--- src/rtl/uctl_token_tx_pkg.sv ---
// Shared definitions for the USB token transmit path: CRC5 constants,
// FSM encoding, PID codes and the captured token payload.
package uctl_token_tx_pkg;

    localparam int unsigned CRC_W  = 5;
    localparam int unsigned PID_W  = 4;
    localparam int unsigned TOK_W  = 11;
    localparam int unsigned BYTE_W = 8;
    localparam int unsigned CNT_W  = 4;

    localparam logic [CRC_W-1:0] CRC5_POLY = 5'b00101;
    localparam logic [CRC_W-1:0] CRC5_INIT = 5'b11111;
    localparam logic [CNT_W-1:0] CNT_LAST  = CNT_W'(TOK_W - 1);

    localparam logic [PID_W-1:0] PID_OUT   = 4'h1;
    localparam logic [PID_W-1:0] PID_IN    = 4'h9;
    localparam logic [PID_W-1:0] PID_SOF   = 4'h5;
    localparam logic [PID_W-1:0] PID_SETUP = 4'hD;
    localparam logic [PID_W-1:0] PID_PING  = 4'h4;

    typedef enum logic [2:0] {
        ST_IDLE,
        ST_CALC,
        ST_SEND_PID,
        ST_SEND_B1,
        ST_SEND_B2
    } state_e;

    typedef struct packed {
        logic [PID_W-1:0] pid;
        logic [TOK_W-1:0] data;
    } token_t;

    // One serial LFSR step, data bit applied against the MSB feedback.
    function automatic logic [CRC_W-1:0] crc5_next(input logic [CRC_W-1:0] c, input logic d);
        logic fb;
        fb = d ^ c[CRC_W-1];
        return {c[CRC_W-2:0], 1'b0} ^ (fb ? CRC5_POLY : CRC_W'(0));
    endfunction

    // Transmitted CRC field: inverted register, bit-reversed.
    function automatic logic [CRC_W-1:0] crc5_field(input logic [CRC_W-1:0] c);
        return {~c[0], ~c[1], ~c[2], ~c[3], ~c[4]};
    endfunction

endpackage

--- src/rtl/uctl_crc5_serial.sv ---
// Serial CRC5 LFSR: one bit per cycle when shift is high, reseeded by init.
module uctl_crc5_serial
    import uctl_token_tx_pkg::*;
(
    input  logic             clk,
    input  logic             rst,
    input  logic             init,
    input  logic             shift,
    input  logic             din,
    output logic [CRC_W-1:0] crc
);

    logic [CRC_W-1:0] crc_q;
    logic [CRC_W-1:0] crc_d;

    always_comb begin
        crc_d = crc_q;
        if (init) begin
            crc_d = CRC5_INIT;
        end else if (shift) begin
            crc_d = crc5_next(crc_q, din);
        end
    end

    always_ff @(posedge clk) begin
        if (rst) begin
            crc_q <= CRC5_INIT;
        end else begin
            crc_q <= crc_d;
        end
    end

    assign crc = crc_q;

endmodule

--- src/rtl/uctl_token_tx.sv ---
// Token packet generator: captures PID/token field, runs CRC5 over the
// 11 field bits, then streams PID, byte1, byte2 over valid/ready.
module uctl_token_tx
    import uctl_token_tx_pkg::*;
(
    input  logic              clk,
    input  logic              rst,
    input  logic              tok_start,
    input  logic [PID_W-1:0]  tok_pid,
    input  logic [TOK_W-1:0]  tok_data,
    output logic [BYTE_W-1:0] tx_data,
    output logic              tx_valid,
    input  logic              tx_ready,
    output logic              tx_last,
    output logic              tok_busy,
    output logic              tok_done,
    output logic [CRC_W-1:0]  crc5_out
);

    state_e            state_q, state_d;
    token_t            tok_q, tok_d;
    logic [CNT_W-1:0]  cnt_q, cnt_d;
    logic [BYTE_W-1:0] tx_data_q, tx_data_d;
    logic              tx_valid_q, tx_valid_d;
    logic              tx_last_q, tx_last_d;
    logic              busy_q, busy_d;
    logic              done_q, done_d;
    logic [CRC_W-1:0]  crc5_q, crc5_d;

    logic              crc_init_c;
    logic              crc_shift_c;
    logic              crc_din_c;
    logic [CRC_W-1:0]  crc_w;

    uctl_crc5_serial u_crc5 (
        .clk   (clk),
        .rst   (rst),
        .init  (crc_init_c),
        .shift (crc_shift_c),
        .din   (crc_din_c),
        .crc   (crc_w)
    );

    always_comb begin
        state_d     = state_q;
        tok_d       = tok_q;
        cnt_d       = cnt_q;
        tx_data_d   = tx_data_q;
        tx_valid_d  = tx_valid_q;
        tx_last_d   = tx_last_q;
        busy_d      = busy_q;
        done_d      = 1'b0;
        crc5_d      = crc5_q;
        crc_init_c  = 1'b0;
        crc_shift_c = 1'b0;
        crc_din_c   = 1'b0;

        unique case (state_q)
            ST_IDLE: begin
                if (tok_start) begin
                    tok_d.pid  = tok_pid;
                    tok_d.data = tok_data;
                    cnt_d      = '0;
                    busy_d     = 1'b1;
                    crc_init_c = 1'b1;
                    state_d    = ST_CALC;
                end
            end
            ST_CALC: begin
                crc_shift_c = 1'b1;
                crc_din_c   = tok_q.data[cnt_q];
                if (cnt_q == CNT_LAST) begin
                    // The LFSR only takes its last bit on this edge, so the
                    // field is derived from the look-ahead value.
                    crc5_d     = crc5_field(crc5_next(crc_w, crc_din_c));
                    tx_data_d  = {~tok_q.pid, tok_q.pid};
                    tx_valid_d = 1'b1;
                    tx_last_d  = 1'b0;
                    state_d    = ST_SEND_PID;
                end else begin
                    cnt_d = cnt_q + CNT_W'(1);
                end
            end
            ST_SEND_PID: begin
                if (tx_ready) begin
                    tx_data_d = tok_q.data[7:0];
                    state_d   = ST_SEND_B1;
                end
            end
            ST_SEND_B1: begin
                if (tx_ready) begin
                    tx_data_d = {crc5_q, tok_q.data[TOK_W-1:8]};
                    tx_last_d = 1'b1;
                    state_d   = ST_SEND_B2;
                end
            end
            ST_SEND_B2: begin
                if (tx_ready) begin
                    tx_data_d  = '0;
                    tx_valid_d = 1'b0;
                    tx_last_d  = 1'b0;
                    busy_d     = 1'b0;
                    done_d     = 1'b1;
                    crc5_d     = '0;
                    state_d    = ST_IDLE;
                end
            end
            default: begin
                state_d = ST_IDLE;
            end
        endcase
    end

    always_ff @(posedge clk) begin
        if (rst) begin
            state_q    <= ST_IDLE;
            tok_q      <= '0;
            cnt_q      <= '0;
            tx_data_q  <= '0;
            tx_valid_q <= 1'b0;
            tx_last_q  <= 1'b0;
            busy_q     <= 1'b0;
            done_q     <= 1'b0;
            crc5_q     <= '0;
        end else begin
            state_q    <= state_d;
            tok_q      <= tok_d;
            cnt_q      <= cnt_d;
            tx_data_q  <= tx_data_d;
            tx_valid_q <= tx_valid_d;
            tx_last_q  <= tx_last_d;
            busy_q     <= busy_d;
            done_q     <= done_d;
            crc5_q     <= crc5_d;
        end
    end

    assign tx_data  = tx_data_q;
    assign tx_valid = tx_valid_q;
    assign tx_last  = tx_last_q;
    assign tok_busy = busy_q;
    assign tok_done = done_q;
    assign crc5_out = crc5_q;

endmodule

--- config.mk ---
export PLATFORM = sky130hd
export DESIGN_NAME = uctl_token_tx
export DESIGN_NICKNAME = d
export VERILOG_FILES = /design/src/rtl/uctl_token_tx_pkg.sv /design/src/rtl/uctl_crc5_serial.sv /design/src/rtl/uctl_token_tx.sv
export SDC_FILE = /design/constraint.sdc
export NUM_CORES = 1
export LEC_CHECK = 0
export ABC_AREA = 0
export CORE_UTILIZATION = 50
export CTS_CLUSTER_DIAMETER = 40
export CTS_CLUSTER_SIZE = 24
export DETAILED_ROUTE_END_ITERATION = 12
export GPL_TIMING_DRIVEN = 0
export HOLD_SLACK_MARGIN = 0.1
export PLACE_DENSITY = 0.73
export SLEW_MARGIN = 15
export SYNTH_ARGS = -nofsm -noshare
export SYNTH_HDL_FRONTEND = slang
export SYNTH_HIERARCHICAL = 1
export SYNTH_SLANG_ARGS = --single-unit
export TNS_END_PERCENT = 20
--- constraint.sdc ---
create_clock -name clk -period 2.83 [get_ports clk]
set_clock_uncertainty 0.2 [all_clocks]
set_input_delay 0.4245 -clock clk [delete_from_list [all_inputs] [get_ports clk]]
set_output_delay 0.4245 -clock clk [all_outputs]
set_load 0.005 [all_outputs]
---- After elaboration in Yosys (flattened, before gate mapping) ----
Cells that the tools add are included.
word-level totals
  register bits ........................... 44
  bits of input ports ..................... 19
  output and inout port bits .............. 17
operators by class
  $add $sub $neg .......................... 1
  $lt $le $gt $ge ......................... 1
  equality and inequality tests ........... 11
  multiplexer cells ....................... 34
  bitwise operators ....................... 11
  reductions and logical operators ........ 15
operator list
  operator                                                                       number
  8-bit 2-to-1 mux                                                               4
  8-bit one-hot mux with 4 select lines                                          1
  3-bit 2-to-1 mux                                                               7
  3-bit one-hot mux with 5 select lines                                          1
  2-bit inequality test (second input constant)                                  6
  1-bit 2-to-1 mux                                                               11
  5-bit 2-to-1 mux                                                               2
  5-bit one-hot mux with 2 select lines                                          1
  5-bit AND reduction                                                            2
  3-bit AND reduction                                                            3
  4-bit 2-to-1 mux                                                               2
  4-bit one-hot mux with 2 select lines                                          1
  3-bit by 2-bit equality test with 1-bit output (second input constant)         2
  1-bit inverter                                                                 6
  2-bit nonzero test                                                             3
  4-bit by 5-bit less-than comparator with 1-bit output (second input constant)  1
  5-bit by 3-bit XOR with 5-bit output                                           1
  5-bit XOR                                                                      1
  4-bit by 1-bit adder with 4-bit output (second input constant)                 1
  1-bit binary-select mux with 4-bit select                                      1
  4-bit equality test (second input constant)                                    1
  4-bit inverter                                                                 1
  1-bit one-hot mux with 2 select lines                                          2
  4-bit AND reduction                                                            1
  other kinds (9)                                                                11

---- Logic depth before layout (Yosys ltp) ----
  depth in word-level cells ............... 8
  depth in mapped cells ................... 8

---- Cells and area by module ----
Netlist, hierarchy kept.
by module, submodules not included
  module            times used  cells an instance  area an instance (µm²)  sequential area each (µm²)
  uctl_token_tx     1           236                1958.1                  780.7
  uctl_crc5_serial  1           20                 217.7                   100.1

---- Least setup slack after synthesis ----
No wires, ideal clock.
  kind .................................... flip-flop to flip-flop
  start ................................... register cnt_q[3]
  end ..................................... register u_crc5.crc_q[2] (netlist: u_crc5/crc[2])
  library setup time ...................... 0.073 ns
  data arrival time ....................... 1.809 ns
  setup slack ............................. 0.748 ns
  cell stages (with the launch flop) ...... 8
  path buffers ............................ 1
  period minus slack after synthesis ...... 2.082 ns
  path through ............................ dfxtp_1 -> bufbuf_16 -> or3b_2 -> o22ai_1 -> nor4_4 -> nor2_1 -> xnor3_1 -> o211ai_2
on the way
  longest elaborated chain between the ends .. 6
ends and longest elaborated chain
  item                                       RTL line                 RTL
  start, declared                            uctl_token_tx.sv:22      logic [CNT_W-1:0] cnt_q, cnt_d;
  start signal, assigned                     uctl_token_tx.sv:128     cnt_q <= cnt_d;
  1-bit binary-select mux with 4-bit select  uctl_token_tx.sv:71      crc_din_c = tok_q.data[cnt_q];
  1-bit 2-to-1 mux (not written as such)     uctl_token_tx.sv:71
  1-bit 2-to-1 mux                           uctl_token_tx.sv:58      unique case (state_q)
  via crc_din_c                              uctl_token_tx.sv:32      logic crc_din_c;
  1-bit XOR                                  uctl_token_tx_pkg.sv:37  fb = d ^ c[CRC_W-1];
  3-bit 2-to-1 mux                           uctl_token_tx_pkg.sv:38  return {c[CRC_W-2:0], 1'b0} ^ (fb ? CRC5_POLY : CRC_W'(0));
  5-bit XOR                                  uctl_token_tx_pkg.sv:38
  end signal, assigned                       uctl_crc5_serial.sv:29   crc_q <= crc_d;
  end, declared                              uctl_crc5_serial.sv:13   logic [CRC_W-1:0] crc_q;
The timed path passes the listed nets, and every way through them passes these cells. The select of a mux whose other input is x is not followed.
A chain may end at the register's enable or synchronous reset.

---- Worst setup path after layout ----
  start ................................... input port tok_start
  end ..................................... register u_crc5.crc_q[0] (netlist: u_crc5/crc[0])
on the way
  longest elaborated chain between the ends .. 3
ends and longest elaborated chain
  item                          RTL line             RTL
  start, declared               uctl_token_tx.sv:8   input logic tok_start,
  1-bit 2-to-1 mux              uctl_token_tx.sv:60  if (tok_start) begin
  1-bit 2-to-1 mux              uctl_token_tx.sv:58
  via crc_init_c                uctl_token_tx.sv:30  logic crc_init_c;
  2-bit OR reduction (no line)  n/a
The timed path passes the listed nets, and every way through them passes these cells.

==> impl_summary.txt <==
----------------------------------------------------
[Setup path]
  WP buf/inv ... 4
  CP required ... 2.81 ns
  Crit Path Max Fanout ... 10
  Capturing element type of the critical path ... register
  CP peak stage delay ... 0.43 ns
  Arr. time, crit path ... 2.24 ns
  Category of the most critical setup path ... in2reg
  Max stage delay cell, worst path ... sky130_fd_sc_hd__clkdlybuf4s50_1
  Cell-by-cell trace of the critical path ... clkdlybuf4s50_1, nand2b_1, or3_1, clkbuf_1, inv_2, buf_2, nor2_1, o211ai_1
  Top Family by Delay on Critical Path ... buffers and inverters
  Startpoint types ... primary input

[STA]
  Number of max-slew violations in the final report ... 0
  Final critical path time including I/O delays and setup ... 2.261 ns
  Setup TNS after final layout ... 0 ns
  Worst-Margin Slew ... 0.5647 ns
  Tightest slew margin relative to the limit ... 0.6229
  Final Hold Fails ... 0
  Final Cycle Share ... 0.7990
  Worst-case setup margin in the final layout ... 0.5689 ns
  Peak clock frequency supported by timing ... 442.3 MHz
  Final setup violation count ... 0
  Setup repair after global routing missed its margin ... no

[Synth]
  Part of the Yosys area used for sequential elements ... 0.4048
  Instance count of the mapped netlist ... 256
  Post-synth EDFFs ... 0
  Yosys cell types ... 46
  Register bit count reported by yosys ... 44
  Syn Nets ... 277
  Share of async-settable or async-resettable flops after synthesis ... 0
  Average cell area after synthesis ... 8.499 um^2
  Total number of yosys warnings ... 6
  Post-synth design cell area ... 2176 um^2
  Top FF cell, synth ... sky130_fd_sc_hd__dfxtp_1

[Placement]
  Area after detailed placement ... 2579 um^2
  Final weighted congestion of routability-driven global placement ... 0.8325
  Number of buffers added on ports ... 34
  Place WS ... 0.2593 ns
  DP HPWL ... 3.669 mm

[Clock network]
  Post-CTS setup buffer count ... 0
  Clock tree from TritonCTS ... yes
  # H-tree levels ... 2
  Library cell used as clock root buffer ... sky130_fd_sc_hd__clkbuf_8
  Clock buffers created by TritonCTS ... 5
  Clock latency of the later-clocked register in the worst-skew pair ... 0.31 ns
  Hold buffers post-CTS ... 0
  Resized Gates After CTS ... 0
  CTS sink cnt ... 44
  Clock transition at path regs ... 0.08 ns
  CTS Buffer Depth ... 2

[Global routing]
  Number of global-route vias before repair ... 1727
  Peak-usage layer in the global routing report ... met2
  GRT Residual Overflow ... 0
  Met3 Track Usage GR ... 0.04333
  Number of antenna violations at the first check in global routing ... 0
  Met2 capacity usage during global routing ... 0.3615
  Pin count of the biggest net entering global routing ... 14
  GRT met1 Usage ... 0.3204
  Total global-route track usage ... 0.2357
  Global-route wire length before repair ... 7.900 mm

[Layout]
  Layout cell share with drive strength beyond 1 ... 0.09396
  Diode insertion count for antenna repair ... 0
  Post-Layout Inst Area ... 2705 um^2
  Filler cell count ... 384
  Area delta synth->final ... 24.32%
  Number of nets in the finished design ... 318

[Drt]
  Count of antenna-violating nets left after detailed routing ... 0
  Post-Route WL ... 5.038 mm
  Count of unresolved DRC violations after routing ... 0
  TritonRoute pass-1 iters ... 4
  Total number of vias ... 1954
  Per-cell via count in the routed design ... 5.615
  Average detailed-routed wire length per instance ... 14.48 um
  DRC violation total after the first TritonRoute iteration ... 132

[Floorplan]
  Core Area ... 4086 um^2
  Row count ... 23
  Effective utilization at floorplan ... 0.5325
  Floorplan die area ... 4619 um^2
  Num ports ... 36
  Overall die height ... 67.97 um
  Horizontal extent of the die ... 67.97 um

[Power and ir drop]
  Static Leakage ... 0.9621 nW
  Worst supply voltage drop on vdd ... 0.3350 mV
  Power per standard cell area ... 495.1 nW/um^2

[Job]
  Max-cap check violation count ... 0

[Worst hold path]
  Min-Delay Path Class ... reg2reg

[Run status]
  Run status ... complete, no violations

----------------------------------------------------
-- cell families after synthesis --
kind of cell               after synthesis  synth area share
DFF                                     44            0.4048
buffers and inverters                   23           0.05922
and+or+nand+nor                        101            0.2369
xor gates and xnor gates                 9           0.04255
adders and majority gates                2           0.01150
AOI/OAI and AO/OA                       62            0.1696
muxes                                   15           0.07533
-- layout make-up --
| class | count | area (um^2) | share of cell area |
|---|---|---|---|
| plain buffers | 19 | 113.9 | 0.04209 |
| multi-input cells | 189 | 1166 | 0.4311 |
| well taps | 50 | 62.56 | 0.02313 |
| inverters | 4 | 15.01 | 0.005550 |
| repair buffers | 34 | 340.3 | 0.1258 |
| flip-flops and latches | 44 | 880.8 | 0.3256 |
| clock buffers | 7 | 96.34 | 0.03562 |
| clock inverters | 1 | 30.03 | 0.01110 |
-- cell usage after synthesis (2+ instances only) --
| cell type | instances | area (um^2) |
|---|---|---|
| sky130_fd_sc_hd__nand2_1 | 49 | 183.9 |
| sky130_fd_sc_hd__dfxtp_1 | 44 | 880.8 |
| sky130_fd_sc_hd__a21oi_1 | 37 | 185.2 |
| sky130_fd_sc_hd__mux2i_1 | 13 | 130.1 |
| sky130_fd_sc_hd__clkbuf_1 | 12 | 45.04 |
| sky130_fd_sc_hd__nor2_1 | 12 | 45.04 |
| sky130_fd_sc_hd__nor3_1 | 8 | 40.04 |
| sky130_fd_sc_hd__o21ai_0 | 7 | 35.03 |
| sky130_fd_sc_hd__buf_2 | 5 | 25.02 |
| sky130_fd_sc_hd__nand3_1 | 5 | 25.02 |
| sky130_fd_sc_hd__nor2b_1 | 4 | 25.02 |
| sky130_fd_sc_hd__o211ai_1 | 4 | 30.03 |
| sky130_fd_sc_hd__xnor2_1 | 4 | 35.03 |
| sky130_fd_sc_hd__xor2_1 | 4 | 35.03 |
| sky130_fd_sc_hd__a22oi_1 | 3 | 22.52 |
| sky130_fd_sc_hd__inv_1 | 3 | 11.26 |
| sky130_fd_sc_hd__nand2b_1 | 3 | 18.77 |
| sky130_fd_sc_hd__nand3b_1 | 3 | 22.52 |
| sky130_fd_sc_hd__nor3b_1 | 3 | 22.52 |
| sky130_fd_sc_hd__a31oi_1 | 2 | 12.51 |
| sky130_fd_sc_hd__ha_1 | 2 | 25.02 |
| sky130_fd_sc_hd__nor4b_1 | 2 | 17.52 |
| sky130_fd_sc_hd__o21ai_2 | 2 | 17.52 |
| sky130_fd_sc_hd__or3_1 | 2 | 12.51 |
| sky130_fd_sc_hd__or3b_1 | 2 | 17.52 |
-- metal layers --
metal / vias to the layer above / wire (um)
met5: - / 0
met4: 0 / 92
met3: 9 / 283
met2: 51 / 2207
met1: 922 / 2455
li1: 972 / -
-- worst paths after layout --
check                                     end  slack [ns]       start  cells past startpoint
worst min register to register     tx_data[4]        0.25  tx_data[4]                      2
worst max-delay path            u_crc5/crc[0]        0.57   tok_start                      8
worst min-delay path               tx_data[4]        0.25  tx_data[4]                      2
worst max register to register    crc5_out[1]        0.60    cnt_q[0]                      8
-- state kept, by name (all words and copies together), names as in the netlist --
register,cells
cnt_q,4
tok_q,15
u_crc5/crc,5
state_q,3
tx_last,1
tok_done,1
tok_busy,1
tx_valid,1
crc5_out,5
tx_data,8
-- metrics by stage --
stage	util	std cells	hold slack [ns]	power, mW
after floorplan	-	256	0.2457	0.7643
after global placement	0.6310	340	0.2414	0.8188
after detailed placement	0.6310	340	0.2471	0.8214
after CTS	0.6620	348	0.2579	1.343
after global routing	0.6620	348	0.2734	1.387
final	0.6620	348	0.2543	1.339
-- layout by cell type, fill, tap and decap left out, types with 3 or more instances in the layout --
cell	count
sky130_fd_sc_hd__nand2b_1	3
sky130_fd_sc_hd__xor2_1	4
sky130_fd_sc_hd__buf_2	5
sky130_fd_sc_hd__a22oi_1	3
sky130_fd_sc_hd__nor2b_1	4
sky130_fd_sc_hd__nor3_1	8
sky130_fd_sc_hd__a21oi_1	37
sky130_fd_sc_hd__nand3b_1	3
sky130_fd_sc_hd__xnor2_1	4
sky130_fd_sc_hd__clkbuf_1	12
sky130_fd_sc_hd__dfxtp_1	44
sky130_fd_sc_hd__clkbuf_8	7
sky130_fd_sc_hd__clkdlybuf4s50_1	34
sky130_fd_sc_hd__nand2_1	49
sky130_fd_sc_hd__mux2i_1	13
sky130_fd_sc_hd__o211ai_1	4
sky130_fd_sc_hd__nand3_1	5
sky130_fd_sc_hd__nor2_1	12
sky130_fd_sc_hd__nor3b_1	3
sky130_fd_sc_hd__o21ai_0	7
sky130_fd_sc_hd__inv_1	3
-- worst min-delay path: stages (launching register included) --
cell and delay [ns]:
sky130_fd_sc_hd__dfxtp_1 0.31, sky130_fd_sc_hd__nand2_1 0.05, sky130_fd_sc_hd__a21oi_1 0.05
-- power breakdown --
group / leakage, nW / total [mW] / internal (mW) / switching (mW)
Clock: 0.0645 / 0.531 / 0.311 / 0.220
Sequential: 0.358 / 0.657 / 0.638 / 0.0186
Combinational: 0.540 / 0.151 / 0.0707 / 0.0806
Power figures use the tool's default switching activity.
